[src/rtl/rc4_pkg.sv]
`default_nettype none
// ============================================================================
//  Module  : rc4_pkg
//  Brief   : Shared RC4 controller types and constants (state encoding, sizes).
//  Revision: 1.0
// ============================================================================
package rc4_pkg;

    localparam int MEM_DEPTH     = 256;
    localparam int KEY_BYTES_DEF = 3;

    typedef enum logic [3:0] {
        IDLE   = 4'd0,
        INIT   = 4'd1,
        RD_I   = 4'd2,
        WAIT_I = 4'd3,
        RD_J   = 4'd4,
        WAIT_J = 4'd5,
        WR_I   = 4'd6,
        WR_J   = 4'd7,
        DONE   = 4'd8
    } ksa_state_e;

endpackage
`default_nettype wire

[src/rtl/ksa_swap_ctrl.sv]
`default_nettype none
// ============================================================================
//  Module  : ksa_swap_ctrl
//  Brief   : RC4 S-box initialisation and key-scheduling swap controller.
//  Revision: 1.0
// ============================================================================
module ksa_swap_ctrl #(
    parameter int KEY_BYTES = rc4_pkg::KEY_BYTES_DEF,
    parameter int MEM_DEPTH = rc4_pkg::MEM_DEPTH
) (
    input  logic                   clk,
    input  logic                   reset,
    input  logic                   start,
    input  logic [8*KEY_BYTES-1:0] secret_key,
    output logic [7:0]             address,
    output logic [7:0]             data,
    output logic                   wren,
    input  logic [7:0]             q,
    output logic                   busy,
    output logic                   done
);
    import rc4_pkg::*;

    localparam int         KIW      = (KEY_BYTES > 1) ? $clog2(KEY_BYTES) : 1;
    localparam logic [7:0] LAST_IDX = 8'(MEM_DEPTH - 1);

    ksa_state_e     state_q, state_d;
    logic [7:0]     i_q, i_d, j_q, j_d;
    logic [7:0]     si_q, si_d, sj_q, sj_d;
    logic [KIW-1:0] k_q, k_d;
    logic           start_q;
    logic [7:0]     key_byte;

    // Start is registered once before IDLE acts on it, which adds the single
    // transition cycle between the sampling edge and the first INIT write.
    always_ff @(posedge clk or posedge reset) begin
        if (reset) begin
            state_q <= IDLE;
            i_q     <= '0;
            j_q     <= '0;
            si_q    <= '0;
            sj_q    <= '0;
            k_q     <= '0;
            start_q <= 1'b0;
        end else begin
            state_q <= state_d;
            i_q     <= i_d;
            j_q     <= j_d;
            si_q    <= si_d;
            sj_q    <= sj_d;
            k_q     <= k_d;
            start_q <= start;
        end
    end

    // Byte 0 of the key is the most significant byte.
    always_comb begin
        key_byte = '0;
        for (int b = 0; b < KEY_BYTES; b++) begin
            if (k_q == KIW'(b)) key_byte = secret_key[8*(KEY_BYTES-1-b) +: 8];
        end
    end

    always_comb begin
        state_d = state_q;
        i_d     = i_q;
        j_d     = j_q;
        si_d    = si_q;
        sj_d    = sj_q;
        k_d     = k_q;
        case (state_q)
            IDLE: begin
                if (start_q) begin
                    state_d = INIT;
                    i_d     = '0;
                    j_d     = '0;
                    k_d     = '0;
                end
            end
            INIT: begin
                if (i_q == LAST_IDX) begin
                    i_d     = '0;
                    state_d = RD_I;
                end else begin
                    i_d = i_q + 8'd1;
                end
            end
            RD_I:   state_d = WAIT_I;
            WAIT_I: begin
                si_d    = q;
                j_d     = j_q + q + key_byte;
                state_d = RD_J;
            end
            RD_J:   state_d = WAIT_J;
            WAIT_J: begin
                sj_d    = q;
                state_d = WR_I;
            end
            WR_I:   state_d = WR_J;
            WR_J: begin
                if (i_q == LAST_IDX) begin
                    state_d = DONE;
                end else begin
                    i_d     = i_q + 8'd1;
                    k_d     = (k_q == KIW'(KEY_BYTES - 1)) ? '0 : k_q + KIW'(1);
                    state_d = RD_I;
                end
            end
            DONE: begin
                if (!start) state_d = IDLE;
            end
            default: state_d = IDLE;
        endcase
    end

    always_comb begin
        address = '0;
        data    = '0;
        wren    = 1'b0;
        busy    = 1'b1;
        done    = 1'b0;
        case (state_q)
            IDLE:   busy = 1'b0;
            INIT: begin
                address = i_q;
                data    = i_q;
                wren    = 1'b1;
            end
            RD_I, WAIT_I: address = i_q;
            RD_J, WAIT_J: address = j_q;
            WR_I: begin
                address = i_q;
                data    = sj_q;
                wren    = 1'b1;
            end
            WR_J: begin
                address = j_q;
                data    = si_q;
                wren    = 1'b1;
            end
            DONE: begin
                busy = 1'b0;
                done = 1'b1;
            end
            default: busy = 1'b0;
        endcase
    end

endmodule
`default_nettype wire

[config.mk]
export PLATFORM = sky130hd
export DESIGN_NAME = ksa_swap_ctrl
export DESIGN_NICKNAME = d
export VERILOG_FILES = /design/src/rtl/rc4_pkg.sv /design/src/rtl/ksa_swap_ctrl.sv
export SDC_FILE = /design/constraint.sdc
export NUM_CORES = 1
export LEC_CHECK = 0
export CORE_MARGIN = 2
export CORE_UTILIZATION = 46
export DETAILED_ROUTE_END_ITERATION = 10
export PLACE_DENSITY = 0.87
export SLEW_MARGIN = 20
export SYNTH_ARGS = -nofsm -noshare
export SYNTH_HDL_FRONTEND = slang
export SYNTH_SLANG_ARGS = --single-unit
[constraint.sdc]
create_clock -name clk -period 2.7 [get_ports clk]
set_input_delay 0.405 -clock clk [delete_from_list [all_inputs] [get_ports clk]]
set_output_delay 0.405 -clock clk [all_outputs]
set_load 0.02 [all_outputs]
Word-level counts from Yosys, hierarchy flattened
Index checks and enable logic that the tools add are counted.

Flip-flop bits (word level): 39. Output and inout port bits: 19. Bits of input ports: 35. Word-level logic and storage cells: 61.

Equality and inequality tests: 15. Add/subtract/negate cells: 4. Reductions and logical operators: 13. Mux-type cells: 22.

Operator list (number): two-way mux 8 bit (6); one-hot mux 8 bit (3 select lines) (2); one-hot mux 4 bit (9 select lines) (1); one-hot mux 8 bit (2 select lines) (2); adder 8 bit (2); == test 4 x 3 -> 1 bit (second input constant) (4); two-way mux 4 bit (4); AND reduction 3 bit (3); adder 8 x 1 -> 8 bit (second input constant) (1); == test 4 x 2 -> 1 bit (second input constant) (2); == test 8 bit (second input constant) (1); inequality test 2 bit (second input constant) (4); OR reduction 7 bit (1); two-way mux 2 bit (3); OR reduction 3 bit (2); == test 4 x 1 -> 1 bit (second input constant) (1); == test 4 bit (second input constant) (1); logical NOT 4 bit (1); one-hot mux 2 bit (2 select lines) (1); nonzero test 2 bit (2); OR reduction 4 bit (1); two-way mux 1 bit (3); nonzero test 3 bit (1); adder 2 x 1 -> 2 bit (second input constant) (1); 4 further kinds (4).

Longest topological paths before layout
Gate-level depths: netlist of the first run.

Depth in word-level cells: 6. Gate-level depth with buffers: 13. Gate-level depth less buffers: 12.

Least setup slack after synthesis of the first run
No wires, ideal clock.

Kind: register to register. Start point: register k_q[1]. End point: register j_q[7]. Data required time: 2579 ps. Period minus slack after synthesis: 2740 ps. Path slack: -40 ps. Buffers on the path: 1. Stages on the path, launching flop included: 13. Arrival: 2619 ps. Library setup time: 121 ps. Path through: dfrtp_1 buf_2 mux2i_1 o21ai_0 fa_1 ha_1 inv_1 fa_1 nand2b_1 a21oi_1 o22ai_1 xnor2_1 a22o_1.

Cells in the longest elaborated chain, start to end: 6. Elaborated cells between the ends (all ways): 8. Classes of those cells: add/sub (1); eq/ne (2); mux (4); reduce/logical (1).

Ends and longest elaborated chain: start: declaration (line ksa_swap_ctrl.sv:30) `logic [KIW-1:0] k_q, k_d;`; start signal: assignment (line ksa_swap_ctrl.sv:51) `k_q <= k_d;`; logical NOT 2 bit (line ksa_swap_ctrl.sv:60) `if (k_q == KIW'(b)) key_byte = secret_key[8*(KEY_BYTES-1-b) +: 8];`; two-way mux 8 bit (2 in series) (line ksa_swap_ctrl.sv:60); two-way mux 8 bit (*) (line ksa_swap_ctrl.sv:60); adder 8 bit (*) (line ksa_swap_ctrl.sv:91) `j_d = j_q + q + key_byte;`; one-hot mux 8 bit (2 select lines) (*) (line ksa_swap_ctrl.sv:71) `case (state_q)`; end signal: assignment (line ksa_swap_ctrl.sv:48) `j_q <= j_d;`; end: declaration (line ksa_swap_ctrl.sv:28) `logic [7:0] i_q, i_d, j_q, j_d;`.

Mark *: on every way between the ends. The rest lies on a longest branch, timed or not. A chain may end at the register's enable or synchronous reset.

Worst setup path in the final report of the first run
Ends and elaborated chain as after synthesis.

==> flow_summary.yaml, run 1 <==
clock_network:
  clk_pin_slew_ns: 0.09
  cts.path.max_buffers: 2
  clockRootBuffer: "clkbuf_8"
  clock_latency_ns: 0.31
  clock-sinks: 39
  cts_buffers: 5
  cts_tree: "built"
  cts_max_level: 2
timing:
  fin_crit_sh_pct: 99.2
  finClkSkew_ns: 0.0136
  maxSlewViolCount: 0
  whs_ns: 0.506
  finalSetupViolations: 0
  fmax_ghz: 0.373
  fin_crit_ns: 2.68
  rsz0062_at_grt: "yes"
  hold_violations: 0
  tightestPinTransition_ns: 0.703
  maxSlewHeadroom_pct: 52.9
power:
  p_leak_nw: 1.61
  ir_drop_mv: 0.571
  p_seq_share_pct: 39.3
  switching_power_mw: 0.630
  switching_share_pct: 35.5
  p_clk_share_pct: 23.7
  power_mw: 1.78
  p_per_area_nw_per_um2: 502
  p_comb_share_pct: 37.0
  p_int_mw: 1.15
synth:
  ys_seq_elements: 39
  synth_flop_cell: "dfrtp_1"
  synth_cells: 266
  ys_seq_area_share_pct: 37.4
  yosysWarningCount: 0
  yosysTopAreaCell: "dfrtp_1"
  post_synth_num_cell_types: 49
  netlist.area_leader.share_pct: 37.4
  synth_fp_nets: 316
  synthTopCellsByCount: "dfrtp_1, nand2_1, nor2_1"
  synth.most_common_cell: "dfrtp_1"
  syn_avg_cell_area_um2: 9.82
  async_flop_share_pct: 100
  synth_area_leaders: "dfrtp_1, mux2_2, fa_1, nand2_1, a22oi_1"
  netlist_area_um2: 2610
  synth-edff-count: 0
place:
  dp_hpwl_um: 5170
  gp_congestion: 0.941
  placed_area_um2: 3350
  io_buffers: 53
worst_setup_path:
  cp_max_fo: 5
  critPathKind: "reg2reg"
  start_kind: "flip-flop"
  crit_arrival_ns: 2.88
  slowest_stage: "fa_1"
  crit_chain: "buf_12, mux2i_1, o21ai_1, fa_1, ha_2, inv_2, fa_2, nand2b_4, a21oi_4, o22ai_2, xnor2_1, a22o_1"
  crit_path_end_kind: "flip-flop"
  cp.required_ns: 2.91
  cp_slowest_stage_delay_ns: 0.50
floorplan:
  core_region_area_um2: 5510
  rows: 27
  die-area_um2: 6300
  die_h_um: 79.4
  die_w_um: 79.4
  io-pin-count: 54
  initial_core_util_pct: 47.4
min_path:
  holdCritPathClass: "in2async"
detailed_routing:
  via_count: 2293
  avgViaCountPerCell: 5.54
  drt_wl_total_um: 6880
  antenna_left: 0
  routedWlPerCell_um: 16.6
  drtIter0Drc: 233
  drc: 0
  firstDrtPassIters: 4
flow_run:
  maxCapViolations: 0
final_layout:
  syn2layout_area_growth_pct: 35.4
  fillers: 440
  diodes: 0
  drive_above_1_share_pct: 23.4
  fin_area_um2: 3540
  fin_nets: 391
  final_util_pct: 64.2
global_routing:
  antenna_found_initial: 0
  grt_pass1_vias: 2345
  grt_overflow: 0
  grt_use_total_pct: 22.8
  grt_pass1_wl_um: 11000
  grt_max_degree: 40
outcome:
  status: "completed"
==> path summary, 6_finish.rpt <==
check | from | endpoint | slack, ns | depth (start not counted)
setup / recovery | k_q[1] | j_q[7] | 0.02 | 12
hold / removal | reset | state_q[3] | 0.51 | 3
setup reg to reg | k_q[1] | j_q[7] | 0.02 | 12
hold reg to reg | sj_q[6] | sj_q[6] | 0.51 | 1
max in group asynchronous | reset | si_q[6] | 1.83 | 3
min in group clk | sj_q[6] | sj_q[6] | 0.51 | 1
==> kinds of logic after synthesis <==
group,Yosys count,share of synthesized area [%]
AOI/OAI and AO/OA,53,14.2
xor gates and xnor gates,11,3.69
buffers and inverters,24,4.41
DFF,39,37.4
adders and majority gates,15,9.48
muxes,25,10.4
and+or+nand+nor,99,20.5
==> final cells by class <==
type | count | area [um^2] | share of cell area [%]
tap | 72 | 90.1 | 2.55
inverter | 10 | 37.5 | 1.06
sequential | 39 | 976 | 27.6
clock inverter | 3 | 23.8 | 0.672
multi-input combinational | 203 | 1580 | 44.7
clock buffer | 5 | 68.8 | 1.95
timing repair buffer | 82 | 761 | 21.5
==> flip-flops by register name, summed over array words and instances (netlist names) <==
name,flops
si_q,8
state_q,4
i_q,8
start_q,1
sj_q,8
k_q,2
j_q,8
==> routing by layer <==
metal	vias to the layer above	GRT usage, %	wire, um	share of wire (%)
met5	-	0	0	0
met4	0	6.55	64	0.93
met3	6	5.34	459	6.7
met2	87	38.1	3410	50
met1	1112	29.5	2940	43
li1	1088	-	-	-
==> worst max-delay path, delay by kind of cell (launching register included) <==
kind	cells	cell delay, ns
buf+inv	2	0.17
mux	1	0.17
flops	1	0.41
xor+xnor	1	0.12
simple gates	1	0.16
fa+ha+maj	3	1.03
compound gates	4	0.50
==> cells in the final DEF (no fill, tap or decap), types with 3 or more instances in the layout <==
cell type	instances
or2_2	3
a22oi_1	16
ha_1	5
inv_2	3
buf_4	28
nor4_2	3
nand2_1	36
mux2i_1	8
dfrtp_1	39
a22o_1	6
and2_1	4
a21o_1	4
o21ai_0	5
nor2_1	25
xnor2_1	9
fa_1	7
o21ai_1	7
clkdlybuf4s50_1	53
nor3_1	4
inv_1	7
clkbuf_8	5
mux2_2	17
==> stage by stage <==
step | worst slack, ns | setup TNS [ns] | instances
6_report | 0.0208 | 0 | 414
2_1_floorplan | 0.0216 | 0 | 266
4_1_cts | 0.00135 | 0 | 410
3_3_place_gp | -0.261 | -0.780 | 401
3_5_place_dp | -0.308 | -1.07 | 401
5_1_grt | -0.113 | -0.276 | 414
==> timing repair <==
action	in CTS	in global routing
pin swaps	0	9
endpoints found under the setup margin	3	10
setup buffers	1	4
resized for setup	5	15
hold buffers	0	0
==> power by group through the flow <==
stage          sequential (mW)  combinational [mW]  clock, mW
2_1_floorplan            0.680               0.362          0
3_3_place_gp             0.706               0.617          0
3_5_place_dp             0.708               0.631          0
4_1_cts                  0.696               0.639      0.432
5_1_grt                  0.705               0.717      0.453
6_report                 0.698               0.658      0.421
Power figures use the tool's default switching activity.
==> run 2: changes to the inputs <==
--- a/config.mk
+++ b/config.mk
@@ -5,6 +5,7 @@
 export SDC_FILE = /design/constraint.sdc
 export NUM_CORES = 1
 export LEC_CHECK = 0
+export ABC_CLOCK_PERIOD_IN_PS = 2700
 export CORE_MARGIN = 2
 export CORE_UTILIZATION = 46
 export DETAILED_ROUTE_END_ITERATION = 10
==> results of run 2 <==
The final DEF is identical to that of run 1; final timing and power are the same.
==> run 3: changes to the inputs <==
--- a/config.mk
+++ b/config.mk
@@ -5,11 +5,12 @@
 export SDC_FILE = /design/constraint.sdc
 export NUM_CORES = 1
 export LEC_CHECK = 0
-export ABC_CLOCK_PERIOD_IN_PS = 2700
+export ABC_CLOCK_PERIOD_IN_PS = 2320
+export CORE_ASPECT_RATIO = 0.75
 export CORE_MARGIN = 2
-export CORE_UTILIZATION = 46
+export CORE_UTILIZATION = 47
 export DETAILED_ROUTE_END_ITERATION = 10
-export PLACE_DENSITY = 0.87
+export PLACE_DENSITY = 0.88
 export SLEW_MARGIN = 20
 export SYNTH_ARGS = -nofsm -noshare
 export SYNTH_HDL_FRONTEND = slang
==> constraint.sdc (replaced) <==
create_clock -name clk -period 2.32 [get_ports clk]
set_input_delay 0.348 -clock clk [delete_from_list [all_inputs] [get_ports clk]]
set_output_delay 0.348 -clock clk [all_outputs]
set_load 0.02 [all_outputs]
==> run 3 against run 2 <==
  * The run now ends with negative setup slack left
  * Global-route usage up 1.6 points
  * Critical path depth unchanged
  * Register-to-register slack worse by 0.40 ns
  * Non-clock buffer count up 3
  * Core utilization up 1.9 points
  * Combinational power up 9.1%
  * Flip-flop and latch count unchanged
  * First-iteration DRC count down 21%
  * Via count up 3.4%
  * Critical endpoint unchanged
==> flow_summary.yaml, run 3 (same netlist as run 1, synthesis figures left out) <==
detailed_routing:
  routedWlPerCell_um: 16.8
  wl_met1_um: 3210
  antenna_left: 0
  drt_wl_total_um: 7040
  drtIter0Drc: 183
  drc: 0
  avgViaCountPerCell: 5.65
  wl_met3_um: 445
  via_count: 2371
  firstDrtPassIters: 4
  top_layer_used: "met4"
  wl_met2_um: 3260
power:
  power_mw: 1.99
  p_per_area_nw_per_um2: 563
  ir_drop_mv: 0.345
  p_leak_nw: 1.69
worst_setup_path:
  cp.required_ns: 2.51
  cp_max_fo: 8
  cp_slowest_stage_delay_ns: 0.50
  start_kind: "flip-flop"
  critPathKind: "reg2reg"
  crit_start: "k_q[1]"
  crit_arrival_ns: 2.89
  crit_path_end_kind: "flip-flop"
  r2r_start: "k_q[1]"
  worst_r2r_endpoint: "j_q[7]"
  reg2regPathDepth: 12
  slowest_stage: "fa_1"
  crit_chain: "buf_12, mux2i_1, o21ai_1, fa_1, ha_2, inv_2, fa_2, nand2b_4, a21oi_4, o22ai_2, xnor2_1, a22o_1"
  worst-r2r-setup-slack_ns: -0.38
  endpoint: "j_q[7]"
timing:
  fmax_ghz: 0.371
  finClkSkew_ns: 0.00473
  hold_violations: 0
  finalSetupTns_ns: -1.65
  maxSlewHeadroom_pct: 65.8
  fin_crit_ns: 2.70
  whs_ns: 0.465
  final.setup.worst_slack_ns: -0.378
  tightestPinTransition_ns: 0.512
  fin_crit_sh_pct: 116
  maxSlewViolCount: 0
  finalSetupViolations: 6
  rsz0062_at_grt: "yes"
final_layout:
  final_util_pct: 66.2
  syn2layout_area_growth_pct: 35.5
  drive_above_1_share_pct: 24.9
  fin_nets: 394
  diodes: 0
  final_common_cell: "nand2_1"
  final_cell_mix: "nand2_1, dfrtp_1, clkdlybuf4s50_1, buf_4, nor2_1"
outcome:
  violations: "negative setup slack"
  status: "finished, violations left"
global_routing:
  grt_use_total_pct: 24.3
  grt_overflow: 0
  grt_max_degree: 40
  grt_pass1_wl_um: 11700
  grt_pass1_vias: 2335
  antenna_found_initial: 0
floorplan:
  initial_core_util_pct: 48.8
  rows: 23
  io-pin-count: 54
  core_region_area_um2: 5350
  die-area_um2: 6180
  die_h_um: 68.6
  die_w_um: 90.1
clock_network:
  cts.path.max_buffers: 2
  clockRootBuffer: "clkbuf_8"
  cts_tree: "built"
  cts_buffers: 5
  clock-sinks: 39
  ctsHoldBuffers: 0
  clock_latency_ns: 0.30
  clk_pin_slew_ns: 0.08
  cts_max_level: 2
place:
  dp_hpwl_um: 5410
  io_buffers: 53
  gp_congestion: 0.852
min_path:
  holdCritPathClass: "in2async"
flow_run:
  maxCapViolations: 0
[run 3: cell count changes in the layout (fill, tap and decap cells not counted), sizes merged]
cell	change
inv	-1
clkinvlp	-1
dlygate4sd2	+17
clkdlybuf4s50	-18
dlymetal6s2s	+1
buf	+3
clkbuf	+1
clkinv	+1
[run 3: stage by stage]
| stage | setup slack (ns) | cells | instance area (um^2) |
|---|---|---|---|
| 2_1_floorplan | -0.230 | 266 | 2640 |
| 3_3_place_gp | -0.564 | 409 | 3410 |
| 3_5_place_dp | -0.676 | 409 | 3410 |
| 4_1_cts | -0.406 | 417 | 3490 |
| 5_1_grt | -0.507 | 420 | 3540 |
| 6_report | -0.378 | 420 | 3540 |
[run 3: cell type report]
cell class | instances | area (um^2)
clock buffer | 6 | 72.6
clock inverter | 2 | 12.5
fill | 457 | 1810
inverter | 10 | 37.5
multi-input combinational | 203 | 1580
sequential | 39 | 981
tap | 75 | 93.8
timing repair buffer | 85 | 768
[run 3: report_power, final]
group / switching [mW] / total (mW) / internal, mW
registers: 0.0932 / 0.820 / 0.727
clock network: 0.244 / 0.454 / 0.210
logic: 0.385 / 0.718 / 0.333
[run 3: per-layer routing]
layer	global-route usage (%)	vias to the layer above
met2	41.5	97
met4	7.69	0
met1	31.9	1163
li1	-	1093
met5	0	-
met3	5.11	18
[run 3: repair_timing]
action | in CTS | in global routing
resized for setup | 28 | 7
buffers inserted | 0 | 3
pin swaps | 3 | 3
setup endpoints to repair | 24 | 8
[run 3: worst min path at each step]
stage                        from  slack [ns]      end
after floorplan             start        0.38  start_q
after global placement    si_q[1]        0.49  si_q[1]
after detailed placement  sj_q[1]        0.50  sj_q[1]
after CTS                   reset        0.47   i_q[6]
after global routing        reset        0.51   i_q[6]
final                       reset        0.47   i_q[6]
[run 3: worst max-delay path: cells and delay by family, from the launching register on]
kind                     cells  cell delay [ns]
buffers and inverters        2             0.19
AO/OA/AOI/OAI                4             0.50
multiplexers                 1             0.14
XOR/XNOR                     1             0.12
flip-flops                   1             0.44
adder cells (fa/ha/maj)      3             1.03
AND/OR/NAND/NOR              1             0.17
